## src/rtl/axi_light_arb2_pkg.sv

```systemverilog
// Shared definitions for the two-requester AXI-Lite arbiter: bus widths,
// arbiter FSM states and the one-hot grant encoding.
package axi_light_arb2_pkg;

   localparam int ADDR_W = 32;
   localparam int DATA_W = 32;
   localparam int STRB_W = 4;
   localparam int RESP_W = 2;

   typedef enum logic [2:0] {
      ST_IDLE         = 3'd0,
      ST_WR_ADDR_DATA = 3'd1,
      ST_WR_RESP      = 3'd2,
      ST_RD_ADDR      = 3'd3,
      ST_RD_RESP      = 3'd4
   } arb_state_t;

   typedef enum logic [1:0] {
      GNT_NONE = 2'b00,
      GNT_P0   = 2'b01,
      GNT_P1   = 2'b10
   } grant_t;

   // One-hot grant for a requester index.
   function automatic grant_t grant_of(input logic idx);
      return idx ? GNT_P1 : GNT_P0;
   endfunction

endpackage

```

## src/rtl/if_axi_light.sv

```systemverilog
// Minimal AXI-Lite bundle (single outstanding transaction, no IDs).
interface if_axi_light;
   import axi_light_arb2_pkg::*;

   logic [ADDR_W-1:0] awaddr;
   logic              awvalid;
   logic              awready;
   logic [DATA_W-1:0] wdata;
   logic [STRB_W-1:0] wstrb;
   logic              wvalid;
   logic              wready;
   logic [RESP_W-1:0] bresp;
   logic              bvalid;
   logic              bready;
   logic [ADDR_W-1:0] araddr;
   logic              arvalid;
   logic              arready;
   logic [DATA_W-1:0] rdata;
   logic [RESP_W-1:0] rresp;
   logic              rvalid;
   logic              rready;

   modport master (
      output awaddr, awvalid, wdata, wstrb, wvalid, bready, araddr, arvalid, rready,
      input  awready, wready, bresp, bvalid, arready, rdata, rresp, rvalid
   );

   modport slave (
      input  awaddr, awvalid, wdata, wstrb, wvalid, bready, araddr, arvalid, rready,
      output awready, wready, bresp, bvalid, arready, rdata, rresp, rvalid
   );

endinterface

```

## src/rtl/axi_light_arb2_rr_arb2.sv

```systemverilog
// Two-input pick: round-robin on the last-granted pointer, or fixed priority
// to port 0. The pointer only moves when the pick is actually taken.
module rr_arb2 #(
   parameter int unsigned FIXED_PRIO = 32'd0
) (
   input  logic       clk,
   input  logic       res_n,
   input  logic [1:0] req,
   input  logic       take,
   output logic       pick_valid,
   output logic       pick_idx
);

   logic last;

   // Choose the winner from the current requests and the last-grant pointer.
   always_comb begin
      pick_valid = |req;
      if (req == 2'b11) begin
         pick_idx = (FIXED_PRIO != 32'd0) ? 1'b0 : ~last;
      end else if (req == 2'b10) begin
         pick_idx = 1'b1;
      end else begin
         pick_idx = 1'b0;
      end
   end

   // Last-grant pointer; starts at 1 so port 0 wins the first contention.
   always_ff @(posedge clk or negedge res_n) begin
      if (!res_n) begin
         last <= 1'b1;
      end else if (take && pick_valid) begin
         last <= pick_idx;
      end else begin
         last <= last;
      end
   end

endmodule

```

## src/rtl/axi_light_arb2.sv

```systemverilog
// Arbitrates two AXI-Lite requesters onto one downstream port, one
// transaction at a time. Channels are routed combinationally to the owner.
module axi_light_arb2
   import axi_light_arb2_pkg::*;
#(
   parameter int unsigned FIXED_PRIO = 32'd0,
   parameter int unsigned CNT_WIDTH  = 32'd16
) (
   input  logic                 clk,
   input  logic                 res_n,
   if_axi_light.slave           s_axi_0,
   if_axi_light.slave           s_axi_1,
   if_axi_light.master          m_axi,
   output logic [1:0]           grant,
   output logic                 busy,
   output logic [CNT_WIDTH-1:0] grant_cnt_0,
   output logic [CNT_WIDTH-1:0] grant_cnt_1
);

   localparam logic [CNT_WIDTH-1:0] CNT_MAX = {CNT_WIDTH{1'b1}};
   localparam logic [CNT_WIDTH-1:0] CNT_ONE = CNT_WIDTH'(1'b1);

   arb_state_t state, state_nx;
   grant_t     grant_q, grant_nx;
   logic       aw_done, aw_done_nx, w_done, w_done_nx;
   logic       take, pick_valid, pick_idx, sel, win_aw;
   logic       in_wr, in_wr_resp, in_rd, in_rd_resp;
   logic       own_awvalid, own_wvalid, own_arvalid, own_bready, own_rready;
   logic [1:0] req;
   logic [CNT_WIDTH-1:0] cnt_0, cnt_1;

   assign req = {s_axi_1.awvalid | s_axi_1.arvalid, s_axi_0.awvalid | s_axi_0.arvalid};

   rr_arb2 #(.FIXED_PRIO(FIXED_PRIO)) u_rr_arb2 (
      .clk        (clk),
      .res_n      (res_n),
      .req        (req),
      .take       (take),
      .pick_valid (pick_valid),
      .pick_idx   (pick_idx)
   );

   // Owner select: grant is 00 in IDLE, so idle muxes fall back to port 0.
   assign sel        = grant_q[1];
   assign win_aw     = pick_idx ? s_axi_1.awvalid : s_axi_0.awvalid;
   assign in_wr      = (state == ST_WR_ADDR_DATA);
   assign in_wr_resp = (state == ST_WR_RESP);
   assign in_rd      = (state == ST_RD_ADDR);
   assign in_rd_resp = (state == ST_RD_RESP);

   assign own_awvalid = sel ? s_axi_1.awvalid : s_axi_0.awvalid;
   assign own_wvalid  = sel ? s_axi_1.wvalid  : s_axi_0.wvalid;
   assign own_arvalid = sel ? s_axi_1.arvalid : s_axi_0.arvalid;
   assign own_bready  = sel ? s_axi_1.bready  : s_axi_0.bready;
   assign own_rready  = sel ? s_axi_1.rready  : s_axi_0.rready;

   // Downstream port: payload always muxed, valids/readies gated by state.
   assign m_axi.awaddr  = sel ? s_axi_1.awaddr : s_axi_0.awaddr;
   assign m_axi.wdata   = sel ? s_axi_1.wdata  : s_axi_0.wdata;
   assign m_axi.wstrb   = sel ? s_axi_1.wstrb  : s_axi_0.wstrb;
   assign m_axi.araddr  = sel ? s_axi_1.araddr : s_axi_0.araddr;
   assign m_axi.awvalid = in_wr & ~aw_done & own_awvalid;
   assign m_axi.wvalid  = in_wr & ~w_done & own_wvalid;
   assign m_axi.arvalid = in_rd & own_arvalid;
   assign m_axi.bready  = in_wr_resp & own_bready;
   assign m_axi.rready  = in_rd_resp & own_rready;

   // Requester 0 side: only the owner ever sees ready/valid from downstream.
   assign s_axi_0.awready = ~sel & in_wr & ~aw_done & m_axi.awready;
   assign s_axi_0.wready  = ~sel & in_wr & ~w_done & m_axi.wready;
   assign s_axi_0.arready = ~sel & in_rd & m_axi.arready;
   assign s_axi_0.bvalid  = ~sel & in_wr_resp & m_axi.bvalid;
   assign s_axi_0.rvalid  = ~sel & in_rd_resp & m_axi.rvalid;
   assign s_axi_0.bresp   = m_axi.bresp;
   assign s_axi_0.rdata   = m_axi.rdata;
   assign s_axi_0.rresp   = m_axi.rresp;

   // Requester 1 side.
   assign s_axi_1.awready = sel & in_wr & ~aw_done & m_axi.awready;
   assign s_axi_1.wready  = sel & in_wr & ~w_done & m_axi.wready;
   assign s_axi_1.arready = sel & in_rd & m_axi.arready;
   assign s_axi_1.bvalid  = sel & in_wr_resp & m_axi.bvalid;
   assign s_axi_1.rvalid  = sel & in_rd_resp & m_axi.rvalid;
   assign s_axi_1.bresp   = m_axi.bresp;
   assign s_axi_1.rdata   = m_axi.rdata;
   assign s_axi_1.rresp   = m_axi.rresp;

   // Next-state, next-grant and write-progress flags.
   always_comb begin
      state_nx   = state;
      grant_nx   = grant_q;
      aw_done_nx = aw_done;
      w_done_nx  = w_done;
      take       = 1'b0;
      case (state)
         ST_IDLE: begin
            if (pick_valid) begin
               take     = 1'b1;
               grant_nx = grant_of(pick_idx);
               state_nx = win_aw ? ST_WR_ADDR_DATA : ST_RD_ADDR;
            end else begin
               grant_nx = GNT_NONE;
            end
         end
         ST_WR_ADDR_DATA: begin
            aw_done_nx = aw_done | (m_axi.awvalid & m_axi.awready);
            w_done_nx  = w_done | (m_axi.wvalid & m_axi.wready);
            if (aw_done_nx && w_done_nx) begin
               state_nx = ST_WR_RESP;
            end else begin
               state_nx = ST_WR_ADDR_DATA;
            end
         end
         ST_WR_RESP: begin
            if (m_axi.bvalid && m_axi.bready) begin
               state_nx   = ST_IDLE;
               grant_nx   = GNT_NONE;
               aw_done_nx = 1'b0;
               w_done_nx  = 1'b0;
            end else begin
               state_nx = ST_WR_RESP;
            end
         end
         ST_RD_ADDR: begin
            if (m_axi.arvalid && m_axi.arready) begin
               state_nx = ST_RD_RESP;
            end else begin
               state_nx = ST_RD_ADDR;
            end
         end
         ST_RD_RESP: begin
            if (m_axi.rvalid && m_axi.rready) begin
               state_nx = ST_IDLE;
               grant_nx = GNT_NONE;
            end else begin
               state_nx = ST_RD_RESP;
            end
         end
         default: begin
            state_nx   = ST_IDLE;
            grant_nx   = GNT_NONE;
            aw_done_nx = 1'b0;
            w_done_nx  = 1'b0;
         end
      endcase
   end

   // FSM state, owner, busy and write-progress registers.
   always_ff @(posedge clk or negedge res_n) begin
      if (!res_n) begin
         state   <= ST_IDLE;
         grant_q <= GNT_NONE;
         busy    <= 1'b0;
         aw_done <= 1'b0;
         w_done  <= 1'b0;
      end else begin
         state   <= state_nx;
         grant_q <= grant_nx;
         busy    <= (state_nx != ST_IDLE);
         aw_done <= aw_done_nx;
         w_done  <= w_done_nx;
      end
   end

   // Saturating per-port grant counters, bumped in the grant cycle.
   always_ff @(posedge clk or negedge res_n) begin
      if (!res_n) begin
         cnt_0 <= '0;
         cnt_1 <= '0;
      end else if (take) begin
         cnt_0 <= (!pick_idx && cnt_0 != CNT_MAX) ? cnt_0 + CNT_ONE : cnt_0;
         cnt_1 <= ( pick_idx && cnt_1 != CNT_MAX) ? cnt_1 + CNT_ONE : cnt_1;
      end else begin
         cnt_0 <= cnt_0;
         cnt_1 <= cnt_1;
      end
   end

   assign grant       = grant_q;
   assign grant_cnt_0 = cnt_0;
   assign grant_cnt_1 = cnt_1;

endmodule

```

## src/flat_wrapper.sv

```systemverilog
// flat-port wrapper written by rule: the top's interface ports become plain ports
module axi_light_arb2_flat import axi_light_arb2_pkg::*;
#(
   parameter int unsigned FIXED_PRIO = 32'd0,
   parameter int unsigned CNT_WIDTH  = 32'd16
)
  (clk, res_n, grant, busy, grant_cnt_0, grant_cnt_1, s_axi_0_awaddr, s_axi_0_awvalid, s_axi_0_wdata, s_axi_0_wstrb, s_axi_0_wvalid, s_axi_0_bready, s_axi_0_araddr, s_axi_0_arvalid, s_axi_0_rready, s_axi_0_awready, s_axi_0_wready, s_axi_0_bresp, s_axi_0_bvalid, s_axi_0_arready, s_axi_0_rdata, s_axi_0_rresp, s_axi_0_rvalid, s_axi_1_awaddr, s_axi_1_awvalid, s_axi_1_wdata, s_axi_1_wstrb, s_axi_1_wvalid, s_axi_1_bready, s_axi_1_araddr, s_axi_1_arvalid, s_axi_1_rready, s_axi_1_awready, s_axi_1_wready, s_axi_1_bresp, s_axi_1_bvalid, s_axi_1_arready, s_axi_1_rdata, s_axi_1_rresp, s_axi_1_rvalid, m_axi_awaddr, m_axi_awvalid, m_axi_wdata, m_axi_wstrb, m_axi_wvalid, m_axi_bready, m_axi_araddr, m_axi_arvalid, m_axi_rready, m_axi_awready, m_axi_wready, m_axi_bresp, m_axi_bvalid, m_axi_arready, m_axi_rdata, m_axi_rresp, m_axi_rvalid);
  if_axi_light s_axi_0_i ();
  if_axi_light s_axi_1_i ();
  if_axi_light m_axi_i ();
  input  logic clk;
  input  logic res_n;
  output logic [1:0] grant;
  output logic busy;
  output logic [CNT_WIDTH-1:0] grant_cnt_0;
  output logic [CNT_WIDTH-1:0] grant_cnt_1;
  input wire logic [$bits(s_axi_0_i.awaddr)-1:0] s_axi_0_awaddr;
  input wire logic [$bits(s_axi_0_i.awvalid)-1:0] s_axi_0_awvalid;
  input wire logic [$bits(s_axi_0_i.wdata)-1:0] s_axi_0_wdata;
  input wire logic [$bits(s_axi_0_i.wstrb)-1:0] s_axi_0_wstrb;
  input wire logic [$bits(s_axi_0_i.wvalid)-1:0] s_axi_0_wvalid;
  input wire logic [$bits(s_axi_0_i.bready)-1:0] s_axi_0_bready;
  input wire logic [$bits(s_axi_0_i.araddr)-1:0] s_axi_0_araddr;
  input wire logic [$bits(s_axi_0_i.arvalid)-1:0] s_axi_0_arvalid;
  input wire logic [$bits(s_axi_0_i.rready)-1:0] s_axi_0_rready;
  output wire logic [$bits(s_axi_0_i.awready)-1:0] s_axi_0_awready;
  output wire logic [$bits(s_axi_0_i.wready)-1:0] s_axi_0_wready;
  output wire logic [$bits(s_axi_0_i.bresp)-1:0] s_axi_0_bresp;
  output wire logic [$bits(s_axi_0_i.bvalid)-1:0] s_axi_0_bvalid;
  output wire logic [$bits(s_axi_0_i.arready)-1:0] s_axi_0_arready;
  output wire logic [$bits(s_axi_0_i.rdata)-1:0] s_axi_0_rdata;
  output wire logic [$bits(s_axi_0_i.rresp)-1:0] s_axi_0_rresp;
  output wire logic [$bits(s_axi_0_i.rvalid)-1:0] s_axi_0_rvalid;
  input wire logic [$bits(s_axi_1_i.awaddr)-1:0] s_axi_1_awaddr;
  input wire logic [$bits(s_axi_1_i.awvalid)-1:0] s_axi_1_awvalid;
  input wire logic [$bits(s_axi_1_i.wdata)-1:0] s_axi_1_wdata;
  input wire logic [$bits(s_axi_1_i.wstrb)-1:0] s_axi_1_wstrb;
  input wire logic [$bits(s_axi_1_i.wvalid)-1:0] s_axi_1_wvalid;
  input wire logic [$bits(s_axi_1_i.bready)-1:0] s_axi_1_bready;
  input wire logic [$bits(s_axi_1_i.araddr)-1:0] s_axi_1_araddr;
  input wire logic [$bits(s_axi_1_i.arvalid)-1:0] s_axi_1_arvalid;
  input wire logic [$bits(s_axi_1_i.rready)-1:0] s_axi_1_rready;
  output wire logic [$bits(s_axi_1_i.awready)-1:0] s_axi_1_awready;
  output wire logic [$bits(s_axi_1_i.wready)-1:0] s_axi_1_wready;
  output wire logic [$bits(s_axi_1_i.bresp)-1:0] s_axi_1_bresp;
  output wire logic [$bits(s_axi_1_i.bvalid)-1:0] s_axi_1_bvalid;
  output wire logic [$bits(s_axi_1_i.arready)-1:0] s_axi_1_arready;
  output wire logic [$bits(s_axi_1_i.rdata)-1:0] s_axi_1_rdata;
  output wire logic [$bits(s_axi_1_i.rresp)-1:0] s_axi_1_rresp;
  output wire logic [$bits(s_axi_1_i.rvalid)-1:0] s_axi_1_rvalid;
  output wire logic [$bits(m_axi_i.awaddr)-1:0] m_axi_awaddr;
  output wire logic [$bits(m_axi_i.awvalid)-1:0] m_axi_awvalid;
  output wire logic [$bits(m_axi_i.wdata)-1:0] m_axi_wdata;
  output wire logic [$bits(m_axi_i.wstrb)-1:0] m_axi_wstrb;
  output wire logic [$bits(m_axi_i.wvalid)-1:0] m_axi_wvalid;
  output wire logic [$bits(m_axi_i.bready)-1:0] m_axi_bready;
  output wire logic [$bits(m_axi_i.araddr)-1:0] m_axi_araddr;
  output wire logic [$bits(m_axi_i.arvalid)-1:0] m_axi_arvalid;
  output wire logic [$bits(m_axi_i.rready)-1:0] m_axi_rready;
  input wire logic [$bits(m_axi_i.awready)-1:0] m_axi_awready;
  input wire logic [$bits(m_axi_i.wready)-1:0] m_axi_wready;
  input wire logic [$bits(m_axi_i.bresp)-1:0] m_axi_bresp;
  input wire logic [$bits(m_axi_i.bvalid)-1:0] m_axi_bvalid;
  input wire logic [$bits(m_axi_i.arready)-1:0] m_axi_arready;
  input wire logic [$bits(m_axi_i.rdata)-1:0] m_axi_rdata;
  input wire logic [$bits(m_axi_i.rresp)-1:0] m_axi_rresp;
  input wire logic [$bits(m_axi_i.rvalid)-1:0] m_axi_rvalid;
  assign s_axi_0_i.awaddr = s_axi_0_awaddr;
  assign s_axi_0_i.awvalid = s_axi_0_awvalid;
  assign s_axi_0_i.wdata = s_axi_0_wdata;
  assign s_axi_0_i.wstrb = s_axi_0_wstrb;
  assign s_axi_0_i.wvalid = s_axi_0_wvalid;
  assign s_axi_0_i.bready = s_axi_0_bready;
  assign s_axi_0_i.araddr = s_axi_0_araddr;
  assign s_axi_0_i.arvalid = s_axi_0_arvalid;
  assign s_axi_0_i.rready = s_axi_0_rready;
  assign s_axi_0_awready = s_axi_0_i.awready;
  assign s_axi_0_wready = s_axi_0_i.wready;
  assign s_axi_0_bresp = s_axi_0_i.bresp;
  assign s_axi_0_bvalid = s_axi_0_i.bvalid;
  assign s_axi_0_arready = s_axi_0_i.arready;
  assign s_axi_0_rdata = s_axi_0_i.rdata;
  assign s_axi_0_rresp = s_axi_0_i.rresp;
  assign s_axi_0_rvalid = s_axi_0_i.rvalid;
  assign s_axi_1_i.awaddr = s_axi_1_awaddr;
  assign s_axi_1_i.awvalid = s_axi_1_awvalid;
  assign s_axi_1_i.wdata = s_axi_1_wdata;
  assign s_axi_1_i.wstrb = s_axi_1_wstrb;
  assign s_axi_1_i.wvalid = s_axi_1_wvalid;
  assign s_axi_1_i.bready = s_axi_1_bready;
  assign s_axi_1_i.araddr = s_axi_1_araddr;
  assign s_axi_1_i.arvalid = s_axi_1_arvalid;
  assign s_axi_1_i.rready = s_axi_1_rready;
  assign s_axi_1_awready = s_axi_1_i.awready;
  assign s_axi_1_wready = s_axi_1_i.wready;
  assign s_axi_1_bresp = s_axi_1_i.bresp;
  assign s_axi_1_bvalid = s_axi_1_i.bvalid;
  assign s_axi_1_arready = s_axi_1_i.arready;
  assign s_axi_1_rdata = s_axi_1_i.rdata;
  assign s_axi_1_rresp = s_axi_1_i.rresp;
  assign s_axi_1_rvalid = s_axi_1_i.rvalid;
  assign m_axi_awaddr = m_axi_i.awaddr;
  assign m_axi_awvalid = m_axi_i.awvalid;
  assign m_axi_wdata = m_axi_i.wdata;
  assign m_axi_wstrb = m_axi_i.wstrb;
  assign m_axi_wvalid = m_axi_i.wvalid;
  assign m_axi_bready = m_axi_i.bready;
  assign m_axi_araddr = m_axi_i.araddr;
  assign m_axi_arvalid = m_axi_i.arvalid;
  assign m_axi_rready = m_axi_i.rready;
  assign m_axi_i.awready = m_axi_awready;
  assign m_axi_i.wready = m_axi_wready;
  assign m_axi_i.bresp = m_axi_bresp;
  assign m_axi_i.bvalid = m_axi_bvalid;
  assign m_axi_i.arready = m_axi_arready;
  assign m_axi_i.rdata = m_axi_rdata;
  assign m_axi_i.rresp = m_axi_rresp;
  assign m_axi_i.rvalid = m_axi_rvalid;
  axi_light_arb2 #(.FIXED_PRIO(FIXED_PRIO), .CNT_WIDTH(CNT_WIDTH)) u_core (.clk(clk), .res_n(res_n), .s_axi_0(s_axi_0_i), .s_axi_1(s_axi_1_i), .m_axi(m_axi_i), .grant(grant), .busy(busy), .grant_cnt_0(grant_cnt_0), .grant_cnt_1(grant_cnt_1));
endmodule
```

## config.mk

```make
export PLATFORM = sky130hd
export DESIGN_NAME = axi_light_arb2_flat
export DESIGN_NICKNAME = d
export VERILOG_FILES = /design/src/rtl/axi_light_arb2_pkg.sv /design/src/rtl/if_axi_light.sv /design/src/rtl/axi_light_arb2_rr_arb2.sv /design/src/rtl/axi_light_arb2.sv /design/src/flat_wrapper.sv
export SDC_FILE = /design/constraint.sdc
export NUM_CORES = 1
export LEC_CHECK = 0
export ABC_AREA = 1
export CORE_AREA = 2 2 186 188
export CTS_CLUSTER_DIAMETER = 50
export DETAILED_ROUTE_END_ITERATION = 6
export DIE_AREA = 0 0 188 190
export SYNTH_ARGS = -nofsm -noshare
export SYNTH_HDL_FRONTEND = slang
export SYNTH_SLANG_ARGS = --single-unit
```

## constraint.sdc

```tcl
create_clock -name clk -period 1.65 [get_ports clk]
set_clock_uncertainty 0.2 [all_clocks]
set_input_delay 0.165 -clock clk [delete_from_list [all_inputs] [get_ports clk]]
set_output_delay 0.165 -clock clk [all_outputs]
set_load 0.01 [all_outputs]
```

[After elaboration in Yosys (flattened, before gate mapping)]
Cells that the tools add are included.
Word-level totals
  register bits after elaboration: 41
  input port bits: 253
  output and inout bits: 222
  word-level logic and storage cells: 107
Cells by class
  add/subtract/negate cells: 2
  eq/ne operators: 10
  mux-type cells: 29
  bitwise gates (word level): 41
  reductions and logical operators: 17
Operators with widths (number)
  two-way mux 32 bit: 3
  adder 16 x 1 -> 16 bit (second input constant): 2
  != test 16 bit (second input constant): 2
  bitwise AND 1 bit: 31
  case mux 3 bit (5 select lines): 1
  two-way mux 2 bit: 7
  two-way mux 1 bit: 11
  two-way mux 3 bit: 3
  case mux 2 bit (4 select lines): 1
  logical AND 1 bit: 7
  == test 3 x 2 -> 1 bit (second input constant): 2
  inverter 1 bit: 6
  case mux 1 bit (3 select lines): 2
  AND reduction 2 bit: 3
  == test 2 bit (second input constant): 2
  two-way mux 4 bit: 1
  != test 2 bit (second input constant): 2
  OR 1 bit: 4
  OR reduction 2 bit: 2
  == test 3 x 1 -> 1 bit (second input constant): 1
  == test 3 bit (second input constant): 1
  zero test 3 bit: 1
  AND reduction 3 bit: 1
  nonzero test 3 bit: 1
  other kinds (2): 2

[Logic depth before layout (Yosys ltp)]
Gate-level depths: netlist of the first run.
  word-level depth: 9
  depth in mapped cells: 11
  gate-level depth less buffers: 11

[Hierarchy]
From an unflattened synthesis of the first run, not the netlist that was laid out.
Unflattened totals
  cell total of the unflattened synthesis: 733
  area total of the unflattened synthesis: 4310.4 um^2
Modules (own cells, without submodules)
  axi_light_arb2: times used 1, cells each 725, area an instance 4250.3 um^2, seq. area each 1001.0 um^2
  rr_arb2: times used 1, cells each 8, area an instance 60.1 um^2, seq. area each 26.3 um^2

[Worst setup path after synthesis of the first run]
OpenSTA, ideal clock, no wires.
  path kind: register -> register
  start point: register u_core.cnt_0[1] (netlist: u_core.grant_cnt_0[1])
  end point: register u_core.cnt_0[5] (netlist: u_core.grant_cnt_0[5])
  setup time: 0.117 ns
  data arrival time: 1.486 ns
  data required time: 1.333 ns
  setup slack: -0.152 ns
  cell stages (with the launch flop): 12
  path buffers: 1
  period minus slack after synthesis: 1.802 ns
  cells stage by stage: dfrtp_1 ha_1 nand3_2 nor2_4 nand2_1 nor2_1 nand3_1 nand2_1 inv_1 buf_2 nand2_1 nand2_1
On the way
  word-level cells in the longest chain between the ends: 3
  elaborated cells on any way between the ends: 4
  classes of those cells: 1 x add/sub; 1 x eq/ne; 2 x reduce/logical
Ends and longest elaborated chain
  from (decl): line axi_light_arb2.sv:30  | logic [CNT_WIDTH-1:0] cnt_0, cnt_1;
  from (signal assigned): line axi_light_arb2.sv:171  | cnt_0 <= (!pick_idx && cnt_0 != CNT_MAX) ? cnt_0 + CNT_ONE : cnt_0;
  from (signal assigned): line axi_light_arb2.sv:174  | cnt_0 <= cnt_0;
  branches (longest 3 deep; another with adder 16 x 1 -> 16 bit)
Several ways; the timed one is not identified.
A chain may end at the register's enable or synchronous reset.

[Worst setup path after layout of the first run]
  start point: register u_core.grant_q[1] (netlist: u_core.grant[1])
  end point: output port m_axi_araddr[12]
On the way
  word-level cells in the longest chain between the ends: 1
Ends and longest elaborated chain
  from (decl): line axi_light_arb2.sv:24  | grant_t grant_q, grant_nx;
  from (signal assigned): line axi_light_arb2.sv:158  | grant_q <= grant_nx;
  two-way mux 32 bit: line axi_light_arb2.sv:61  | assign m_axi.araddr = sel ? s_axi_1.araddr : s_axi_0.araddr;
  to (decl): line flat_wrapper.sv:57  | output wire logic [$bits(m_axi_i.araddr)-1:0] m_axi_araddr;
Every way passes these cells.

==> results of run 1 <==
final cells by class:
type                            instances  area, µm²
Inverter                               41      186.4
Sequential cell                        41       1036
Multi-Input combinational cell        562       3804
Tap cell                              455      569.3
Clock inverter                          2      37.54
Clock buffer                            6      138.9
Timing Repair inverter                  1      16.27
Timing Repair Buffer                  547       5640
Fill cell                            3487      22490
Antenna cell                           13      32.53
cell usage after synthesis, types with 3 or more instances:
cell type / count / area share
o21ai_0: 15 / 0.018
buf_1: 7 / 0.0062
xor2_1: 20 / 0.041
clkbuf_1: 14 / 0.012
buf_2: 3 / 0.0035
nor2_1: 40 / 0.035
nand2_1: 418 / 0.37
nand3_1: 15 / 0.018
xnor2_1: 7 / 0.014
buf_6: 3 / 0.0079
inv_1: 39 / 0.034
nor3_1: 18 / 0.021
nand3b_1: 3 / 0.0053
nand4_1: 5 / 0.0073
dfrtp_1: 40 / 0.23
buf_4: 73 / 0.13
sequential cells by signal (all words and copies together), names as in the netlist:
register	flops
u_core.aw_done	1
u_core.busy	1
u_core.grant	2
u_core.grant_cnt_0	16
u_core.grant_cnt_1	16
u_core.state	3
u_core.u_rr_arb2.last	1
u_core.w_done	1
per-layer routing:
layer,wire (µm),global-route usage,up-vias
met4,764,0.03059,22
met5,143,0,-
met1,12460,0.1927,3005
met2,14280,0.2484,336
li1,-,-,3131
met3,5514,0.1286,71
power by group through the flow:
stage          registers [mW]  clock network, mW  logic, mW
6_report                 1.51               1.18       12.5
5_1_grt                  1.55               1.26       13.3
4_1_cts                  1.50               1.22       10.1
3_5_place_dp             1.49                  0       7.85
3_3_place_gp             1.49                  0       7.81
2_1_floorplan            1.58                  0       3.12
per-stage QoR:
step	hold WS, ns	util
after global placement	-0.07767	0.2559
after CTS	0.1301	0.2933
after global routing	0.1300	0.3369
after detailed placement	-0.06797	0.2559
final	0.1300	0.3376
after floorplan	-0.3306	-
path summary, 6_finish.rpt:
kind | endpoint | slack, ns | start | cells past startpoint
min in group asynchronous | u_core.grant_cnt_1[6] | 0.17 | res_n | 2
max in group asynchronous | u_core.u_rr_arb2.last | 0.54 | res_n | 3
max | m_axi_araddr[12] | -0.42 | u_core.grant[1] | 8
min reg2reg | u_core.u_rr_arb2.last | 0.28 | u_core.u_rr_arb2.last | 2
min | s_axi_0_rdata[28] | 0.13 | m_axi_rdata[28] | 0
max reg2reg | u_core.busy | -0.26 | u_core.grant[1] | 11
cells by family (layout without fill, tap and decap cells):
family	after synthesis	in the layout
other	0	13
and+or+nand+nor	510	510
xor gates and xnor gates	27	27
adders and majority gates	2	2
buffers and inverters	141	597
AOI/OAI and AO/OA	23	23
DFF	41	41
worst max-delay path: stages, from the launching register on:
cell and delay [ns]:
dfrtp_4 0.56, clkinv_8 0.09, buf_12 0.14, buf_12 0.16, buf_12 0.14, buf_6 0.11
nand2_4 0.04, nand2_2 0.05, buf_6 0.10
what timing repair did:
action	CTS	global route
setup buffers	49	31
hold buffers	1	0
gates resized for setup	707	406
endpoints found under the setup margin	186	160
pin swaps	34	93
hold endpoints to repair	40	0
cloned	13	7
==> results.sh, run 1 <==
export IMPL_outcome="finished, violations left"
export IMPL_violations="setup timing"
export IMPL_total_power_mw=15.24
export IMPL_setup_violations_final=153
export IMPL_core_area_mm2=0.03395
export IMPL_htreeDepth=2
export IMPL_grt_pass1_vias=6372
export IMPL_initial_core_util=0.1257
export IMPL_start_kind="flop"
export IMPL_synth_edff_count=0
export IMPL_crit_required_ns=1.28
export IMPL_grt_first_pass_wirelength_um=43400
export IMPL_synth_top_family_by_area="simple AND/OR/NAND/NOR gates"
export IMPL_synthAdderAreaFrac=0.005863
export IMPL_final_min_clock_period_ns=2.067
export IMPL_hpwl_um=26040
export IMPL_cts_root_buffer="clkbuf_16"
export IMPL_wl_per_cell_um=19.88
export IMPL_clock_sink_count=41
export IMPL_layout_common_cells="clkdlybuf4s50_1, nand2_1, nand2_2, buf_6, nand2_4"
export IMPL_peakVddDrop_uv=576.6
export IMPL_hold_path_class="input pin to primary output"
export IMPL_fin_ws_ns=-0.4167
export IMPL_grt_overflow_total=0
export IMPL_cts_tree="done"
export IMPL_path_clk_slew_ns=0.06
export IMPL_totalWireLength_um=33160
export IMPL_gp_congestion=0.8914
export IMPL_areaGrowthSynthToFinish_pct=168.5
export IMPL_syn_area_per_cell_um2=5.736
export IMPL_layout_drive_gt1_share=0.5042
export IMPL_seqPwrFrac=0.099
export IMPL_placed_area_mm2=0.008687
export IMPL_worstMarginPinSlew_ns=0.4212
export IMPL_fin_tns_setup_ns=-36.36
export IMPL_instances_no_fill=1668
export IMPL_switching_share=0.4328
export IMPL_die_area_mm2=0.03572
export IMPL_ys_seq_area_frac=0.2407
export IMPL_place_inst=1562
export IMPL_rsz0062_at_grt="yes"
export IMPL_vias_per_cell=3.936
export IMPL_fin_nets=1454
export IMPL_yosys_area_share_simple=0.4732
export IMPL_async_flop_share=1.000
export IMPL_syn_nets=999
export IMPL_synth_compound_area_frac=0.03049
export IMPL_p_int_mw=8.643
export IMPL_max_freq_mhz=483.9
export IMPL_path_class="flop to primary output"
export IMPL_vias=6565
export IMPL_pwr_density_cell_mw_per_mm2=1330
export IMPL_end_kind="primary output"
export IMPL_min_period_over_period=1.253
export IMPL_yosys_area_share_xor_xnor=0.05541
export IMPL_syn_area_mm2=0.004268
export IMPL_io_pins=475
export IMPL_synth_cell_types=33
export IMPL_antenna_left=0
export IMPL_post_route_drc_count=0
export IMPL_drv_cap=0
export IMPL_clk_latency_ns=0.29
export IMPL_synthMuxAreaShare=0
export IMPL_cts_buffer_depth=2
export IMPL_drt_iter0_markers=186
export IMPL_hold_viol=0
export IMPL_port_buffers=366
export IMPL_final_area_mm2=0.01146
export IMPL_switchingPower_mw=6.595
export IMPL_final_common_cell="clkdlybuf4s50_1"
export IMPL_ys_ff_latch=41
export IMPL_track_usage=0.1678
export IMPL_crit_path_max_fanout=8
export IMPL_netlist_instances=744
export IMPL_yosysWarnings=0
export IMPL_critPathArrivalTime_ns=1.70
export IMPL_combPwrFrac=0.823
export IMPL_fp_dieH_um=190
export IMPL_pwr_share_clk=0.077
export IMPL_p_leak_nw=5.605
export IMPL_dieWidth_um=188
export IMPL_drv_slew=0
export IMPL_dr_pass1_iters=6
export IMPL_place_ws_ns=-0.6759
export IMPL_relSlewSlack=0.7192
export IMPL_antenna_found_initial=38
export IMPL_cts_inserted_buffers=5
export IMPL_fp_row_count=68
export IMPL_ys_flop_type="dfrtp_1"
export IMPL_grt_max_degree=28
No activity file was read; power rests on OpenSTA's default activity.
==> inputs of run 2 (changes only) <==
--- a/config.mk
+++ b/config.mk
@@ -10,6 +10,7 @@
 export CTS_CLUSTER_DIAMETER = 50
 export DETAILED_ROUTE_END_ITERATION = 6
 export DIE_AREA = 0 0 188 190
+export HOLD_SLACK_MARGIN = 0.08
 export SYNTH_ARGS = -nofsm -noshare
 export SYNTH_HDL_FRONTEND = slang
 export SYNTH_SLANG_ARGS = --single-unit
==> results of run 2 <==
The final DEF is identical to that of run 1; final timing and power are the same.
